**src/rtl/rv_pipe_ctrl.sv**
```systemverilog
// Pipeline control unit: stage enables, bubble insertion and performance counters
// for a five-stage in-order pipeline with redirect refill and data-memory wait.
module rv_pipe_ctrl #(
    parameter int CNT_W = 32
) (
    input  logic             i_pcu_clk,
    input  logic             i_pcu_rstn,
    input  logic             i_pcu_redirect_ex,
    input  logic             i_pcu_load_use_id,
    input  logic             i_pcu_imem_ready,
    input  logic             i_pcu_dmem_busy,
    output logic             o_pcu_pc_en,
    output logic             o_pcu_ifid_en,
    output logic             o_pcu_idex_en,
    output logic             o_pcu_exmem_en,
    output logic             o_pcu_ifid_flush,
    output logic             o_pcu_idex_flush,
    output logic [CNT_W-1:0] o_pcu_flush_cnt,
    output logic [CNT_W-1:0] o_pcu_stall_cnt,
    output logic [1:0]       o_pcu_state
);

    typedef enum logic [1:0] {
        RUN      = 2'd0,
        REFILL   = 2'd1,
        MEM_WAIT = 2'd2
    } state_t;

    localparam logic [CNT_W-1:0] CNT_MAX = '1;
    localparam logic [CNT_W-1:0] CNT_ONE = CNT_W'(1);

    state_t           state;
    state_t           next_state;
    state_t           eff_state;
    logic             ret_refill;
    logic             next_ret_refill;
    logic             accept_redirect;
    logic [CNT_W-1:0] flush_cnt;
    logic [CNT_W-1:0] stall_cnt;

    // While waiting on data memory the pipeline behaves as the state it left,
    // so the release cycle already carries that state's enables.
    assign eff_state = (state == MEM_WAIT) ? (ret_refill ? REFILL : RUN) : state;

    // NOTE: combinational block uses blocking assignments and gives every output
    // a default first, so no path can infer a latch.
    always_comb begin
        o_pcu_pc_en      = 1'b0;
        o_pcu_ifid_en    = 1'b0;
        o_pcu_idex_en    = 1'b0;
        o_pcu_exmem_en   = 1'b0;
        o_pcu_ifid_flush = 1'b0;
        o_pcu_idex_flush = 1'b0;
        next_state       = state;
        next_ret_refill  = ret_refill;
        accept_redirect  = 1'b0;

        if (!i_pcu_rstn) begin
            // Reset holds both pipeline registers as bubbles.
            o_pcu_ifid_flush = 1'b1;
            o_pcu_idex_flush = 1'b1;
        end else if (i_pcu_dmem_busy) begin
            // Freeze everything; EX is frozen so a concurrent redirect is re-seen later.
            next_state = MEM_WAIT;
            if (state != MEM_WAIT) begin
                next_ret_refill = (state == REFILL);
            end
        end else begin
            next_state = eff_state;
            case (eff_state)
                RUN: begin
                    o_pcu_idex_en  = 1'b1;
                    o_pcu_exmem_en = 1'b1;
                    if (i_pcu_redirect_ex) begin
                        o_pcu_pc_en      = 1'b1;
                        o_pcu_ifid_en    = 1'b1;
                        o_pcu_ifid_flush = 1'b1;
                        o_pcu_idex_flush = 1'b1;
                        accept_redirect  = 1'b1;
                        next_state       = REFILL;
                    end else if (i_pcu_load_use_id) begin
                        o_pcu_idex_flush = 1'b1;
                    end else if (!i_pcu_imem_ready) begin
                        o_pcu_ifid_en    = 1'b1;
                        o_pcu_ifid_flush = 1'b1;
                    end else begin
                        o_pcu_pc_en   = 1'b1;
                        o_pcu_ifid_en = 1'b1;
                    end
                end
                REFILL: begin
                    // Only bubbles are in ID/EX here, so hazards from them are ignored.
                    o_pcu_ifid_en  = 1'b1;
                    o_pcu_idex_en  = 1'b1;
                    o_pcu_exmem_en = 1'b1;
                    if (i_pcu_imem_ready) begin
                        o_pcu_pc_en = 1'b1;
                        next_state  = RUN;
                    end else begin
                        o_pcu_ifid_flush = 1'b1;
                    end
                end
                default: begin
                    next_state = RUN;
                end
            endcase
        end
    end

    // NOTE: sequential state uses non-blocking assignments and an asynchronous
    // active-low reset so the FSM aborts immediately, without waiting for a clock.
    always_ff @(posedge i_pcu_clk or negedge i_pcu_rstn) begin
        if (!i_pcu_rstn) begin
            state      <= RUN;
            ret_refill <= 1'b0;
            flush_cnt  <= '0;
            stall_cnt  <= '0;
        end else begin
            state      <= next_state;
            ret_refill <= next_ret_refill;
            if (accept_redirect && (flush_cnt != CNT_MAX)) begin
                flush_cnt <= flush_cnt + CNT_ONE;
            end
            if (!o_pcu_pc_en && (stall_cnt != CNT_MAX)) begin
                stall_cnt <= stall_cnt + CNT_ONE;
            end
        end
    end

    assign o_pcu_flush_cnt = flush_cnt;
    assign o_pcu_stall_cnt = stall_cnt;
    assign o_pcu_state     = state;

endmodule

```
**config.mk**
```make
export PLATFORM = sky130hd
export DESIGN_NAME = rv_pipe_ctrl
export DESIGN_NICKNAME = d
export VERILOG_FILES = /design/src/rtl/rv_pipe_ctrl.sv
export SDC_FILE = /design/constraint.sdc
export NUM_CORES = 1
export LEC_CHECK = 0
export CAP_MARGIN = 20
export CORE_ASPECT_RATIO = 0.75
export CORE_MARGIN = 2
export CORE_UTILIZATION = 50
export CTS_CLUSTER_SIZE = 10
export DETAILED_ROUTE_END_ITERATION = 16
export PLACE_DENSITY = 0.9
export RECOVER_POWER = 25
export SLEW_MARGIN = 20
export SYNTH_ARGS = -nofsm -noshare
export SYNTH_HDL_FRONTEND = slang
export SYNTH_SLANG_ARGS = --single-unit
```
**constraint.sdc**
```tcl
create_clock -name i_pcu_clk -period 5.2 [get_ports i_pcu_clk]
set_clock_uncertainty 0.05 [all_clocks]
set_input_delay 0.52 -clock i_pcu_clk [delete_from_list [all_inputs] [get_ports i_pcu_clk]]
set_output_delay 0.52 -clock i_pcu_clk [all_outputs]
set_load 0.05 [all_outputs]
```
# Yosys cells after proc, flatten, opt, wreduce, memory -nomap -nowiden
# Index checks and enable logic that the tools add are counted.
dict set report word_totals {
  elab_cells 53
  inputBits 6
  output_inout_bits 72
  register_bits 67
}
dict set report op_classes {
  n_eq_ne 6
  n_addsub 2
  reduce_logical 6
  mux 35
}
# cell count
set ops {}
lappend ops {{$add A32 B1 Y32 const B} 2}
lappend ops {{$ne A32 B32 Y1 const B} 2}
lappend ops {{$mux W1} 27}
lappend ops {{$mux W2} 4}
lappend ops {{$pmux W1 S2} 3}
lappend ops {{$eq A2 B1 Y1 const B} 2}
lappend ops {{$pmux W2 S2} 1}
lappend ops {{$reduce_and A3 Y1} 1}
lappend ops {{$eq A2 B2 Y1 const B} 1}
lappend ops {{$logic_and A1 B1 Y1} 2}
lappend ops {{$logic_not A2 Y1} 1}
lappend ops {{$ne A2 B2 Y1 const B} 1}
lappend ops {{$reduce_or A2 Y1} 1}
lappend ops {{$logic_not A1 Y1} 1}

# Longest topological paths before layout
dict set report logic_depth {
  depth_word 8
  ltp_mapped 8
}

# Worst setup path before layout
# OpenSTA, ideal clock, no wires.
dict set report synth_path {
  kind {reg-to-output}
  from {register state[0], in the netlist o_pcu_state[0]}
  to {output port o_pcu_ifid_flush}
  t_arrival_ps 2247
  required_ps 4630
  path_stages_with_launch 5
  n_path_buf 0
  path_slack_ps 2383
  path_cell_list {dfrtp_1 > a21oi_2 > nand2_1 > a21o_1 > o21ai_0}
}
dict set report synth_between {
  elab_chain_cells 6
  elab_cells_between_ends 7
  classes_between {eq/ne (2); mux (4); reduce/logical (1)}
}
# element line_no
set synth_rtl {}
lappend synth_rtl {{start, declared} 32} ;# state_t state;
lappend synth_rtl {{start signal, assigned} 119} ;# state <= next_state;
lappend synth_rtl {{$eq A2 B2 Y1} 43} ;# assign eff_state = (state == MEM_WAIT) ? (ret_refill ? REFILL : RUN) : state;
lappend synth_rtl {{$mux W2 (*)} 43}
lappend synth_rtl {{$eq A2 B1 Y1 / $logic_not A2 Y1 (equally long branches)} 70} ;# case (eff_state)
lappend synth_rtl {{$pmux W1 S2 (*)} 70}
lappend synth_rtl {{$mux W1 (*)} 62} ;# end else if (i_pcu_dmem_busy) begin
lappend synth_rtl {{$mux W1 (*)} 58} ;# if (!i_pcu_rstn) begin
lappend synth_rtl {{end, declared} 16} ;# output logic o_pcu_ifid_flush,
# Every way passes the cells marked *; elsewhere a longest branch is shown, timed or not.

# Final worst setup path
dict set report layout_path {
  from {input port i_pcu_dmem_busy}
  to {output port o_pcu_pc_en}
}
dict set report layout_between {
  elab_chain_cells 2
}
# element line_no
set layout_rtl {}
lappend layout_rtl {{start, declared} 11} ;# input logic i_pcu_dmem_busy,
lappend layout_rtl {{$mux W1} 62}
lappend layout_rtl {{$mux W1} 58}
lappend layout_rtl {{end, declared} 12} ;# output logic o_pcu_pc_en,
# No other way between the ends.

==> metrics.yaml <==
cts.repair.resized: 0
worstPathCellList: "clkdlybuf4s50_1, nor2b_1, nand2_1, inv_1, o21ai_0, inv_1, clkdlybuf4s50_1"
drive_above_1_share_pct: 5.76
worst_max_slew_pin_slew_ns: 0.884
overall_die_area_um2: 7130
cts_inserted_buffers: 9
finish.net_count: 402
global_route.usage.total_pct: 21.7
tritoncts: "built"
globalplace.congestion: 0.878
synth-async-reset-ratio_pct: 100
total_standard_cell_area_after_synthesis_um2: 3230
rr_startpoint: "o_pcu_state[0]"
netlist.area_leader.share_pct: 51.9
crit_slowest_cell: "clkdlybuf4s50_1"
end_kind: "output port"
achievable-frequency_mhz: 326
dominantRegCellSynth: "dfrtp_1"
filler_cell_count: 482
detailedRoute.firstIterationViolations: 136
grt_pass1_wl_um: 12300
timing.critical_path.from_type: "input pin"
worstPathBufferInverterCount: 4
crit_family: "buffers and inverters"
gr-total-overflow: 0
layout_min_cycle_time_ns: 3.06
die_h_um: 73.6
finalWorstSetupSlack_ns: 2.14
post_drt_via_cell_ratio: 5.46
numPlacedInstances: 464
dr.pass1.iters: 4
synth_area_leader_cell: "dfrtp_1"
final_util_pct: 68.3
layout_worst_path_cycle_share_pct: 58.9
antenna_cells_inserted: 0
max_cap_violations: 0
r2r_cells: 5
post_synth_main_area_contributors: "dfrtp_1 52%, xnor2_1 13%, nand4_1 4.6%"
cts.sinks: 67
status: "completed"
rsz0062_at_grt: "no"
synth_seq_cells: 67
synthesis.yosys.warnings: 0
number_of_global_route_vias_before_repair: 2550
ff2ff_setup_slack_ns: 2.69
timing_worst_setup_path_type: "in -> out"
synthesis.instances: 312
cts-hold-fix-buffers: 0
total_power_w: 0.00151
place_ws_ns: 2.14
critical_path_required_ns: 4.63
cts_buffer_depth: 2
antenna_found_initial: 0
floorplan.core_area_um2: 6290
count_of_h_tree_levels_built_during_cts: 3
ioPinCount: 78
dp.final_hpwl_um: 5360
syn-num-nets: 320
power_per_cell_area_nw_per_um2: 351
finalSetupTns_ns: 0
synthTopCellsByCount: "67 x dfrtp_1, 48 x xnor2_1, 31 x nand2_1"
hold_path.class: "in -> async"
syn2layout_area_growth_pct: 32.7
clk_pin_slew_worst_paths_ns: 0.08
drc: 0
placementRows: 25
critical_path.max_fanout: 4
clk_latency_ns: 0.34
grt_start_max_net_pins: 73
hold_viol_final: 0
leakagePower_nw: 1.85
syn-mean-instance-area_um2: 10.4
synth-edff-count: 0
cp_data_arrival_time_ns: 2.49
post-cts-setup-buffers: 0
numPortBuffers: 77
yosysSeqAreaShare_pct: 51.9
wire_per_inst_um: 15.3
dr_total_vias: 2622
ys_types: 35
die_w_um: 96.9
yosysMostFrequentCell: "dfrtp_1"
initial_utilization_pct: 51.4
timing.rr.end: "o_pcu_stall_cnt[1]"
slew_viol_final: 0
crit_path_largest_cell_delay_ns: 0.79
max_slew_margin_pct: 41.1
worst_ir_drop_vdd_mv: 0.364
drtAntennaViolNets: 0
setup_viol: 0
final-instance-count-excl-fill: 480
route.final.wire_length_um: 7340
root_buffer: "clkbuf_8"
## worst max path at each step
stage	from	end	slack [ns]	cells past startpoint
6_report	i_pcu_dmem_busy	o_pcu_pc_en	2.14	7
5_1_grt	i_pcu_dmem_busy	o_pcu_pc_en	1.94	7
4_1_cts	i_pcu_dmem_busy	o_pcu_pc_en	2.13	7
3_5_place_dp	i_pcu_dmem_busy	o_pcu_pc_en	2.14	7
3_3_place_gp	i_pcu_dmem_busy	o_pcu_pc_en	2.16	7
2_1_floorplan	o_pcu_state[0]	o_pcu_ifid_flush	2.38	4
## per-layer routing
metal / up-vias / track usage [%] / part of all wire, %
met5: - / 0 / 0
li1: 1249 / - / -
met2: 67 / 34.5 / 48
met3: 9 / 5.33 / 4.3
met1: 1297 / 29.2 / 46
met4: 0 / 8.76 / 1.4
## flip-flops by register name (all words and copies together), names as in the netlist
register and cells:
o_pcu_flush_cnt 32, o_pcu_stall_cnt 32, o_pcu_state 2, ret_refill 1
## worst register-to-register path, stage by stage (launching register included)
cell      delay (ns)
dfrtp_1         0.48
a21oi_2         0.26
a21boi_0        0.13
o21ai_0         0.28
o21a_1          0.76
mux2_2          0.42
## cell type report
type,count,area (um2),area share [%]
flip-flops and latches,67,1680,39.1
multi-input cells,230,1500,34.8
repair buffers,78,772,18.0
clock buffers,9,124,2.89
well taps,81,101,2.36
clock inverters,7,92.6,2.16
inverters,8,30.0,0.700
## power by group
part	leakage, nW	internal (W)	switching, W
Sequential	0.902	0.000569	0.0000695
Clock	0.113	0.000269	0.000200
Combinational	0.834	0.000139	0.000260
## placed cells by master (no fill, tap or decap), types with 2 or more instances in the layout
| cell type | n |
|---|---|
| o21ai_0 | 7 |
| inv_1 | 8 |
| a21oi_1 | 6 |
| xor2_1 | 13 |
| nand4_1 | 24 |
| clkinv_4 | 2 |
| o21a_1 | 2 |
| nor2_1 | 21 |
| and4_1 | 9 |
| dfrtp_1 | 67 |
| and2_1 | 4 |
| ha_1 | 2 |
| bufinv_16 | 2 |
| clkbuf_8 | 9 |
| and3_1 | 14 |
| xnor2_1 | 48 |
| nand3_1 | 26 |
| nor2b_1 | 2 |
| clkdlybuf4s50_1 | 76 |
| clkinv_2 | 3 |
| or3_1 | 2 |
| nand2_1 | 31 |
| mux2_2 | 2 |
| nor3_1 | 4 |
## stage by stage
step / cell area [um2] / hold slack (ns)
floorplan: 3230 / 0.174
global placement: 4080 / 0.428
detailed placement: 4080 / 0.433
CTS: 4290 / 0.402
global route: 4290 / 0.486
finish: 4290 / 0.393
## cells by family after synthesis
group	after synthesis	share of synthesized area (%)
and+or+nand+nor	145	24.5
DFF	67	51.9
xor gates and xnor gates	61	16.5
AOI/OAI and AO/OA	20	3.75
buffers and inverters	15	1.90
muxes	2	0.697
adders and majority gates	2	0.774
No activity file was read; power rests on OpenSTA's default activity.
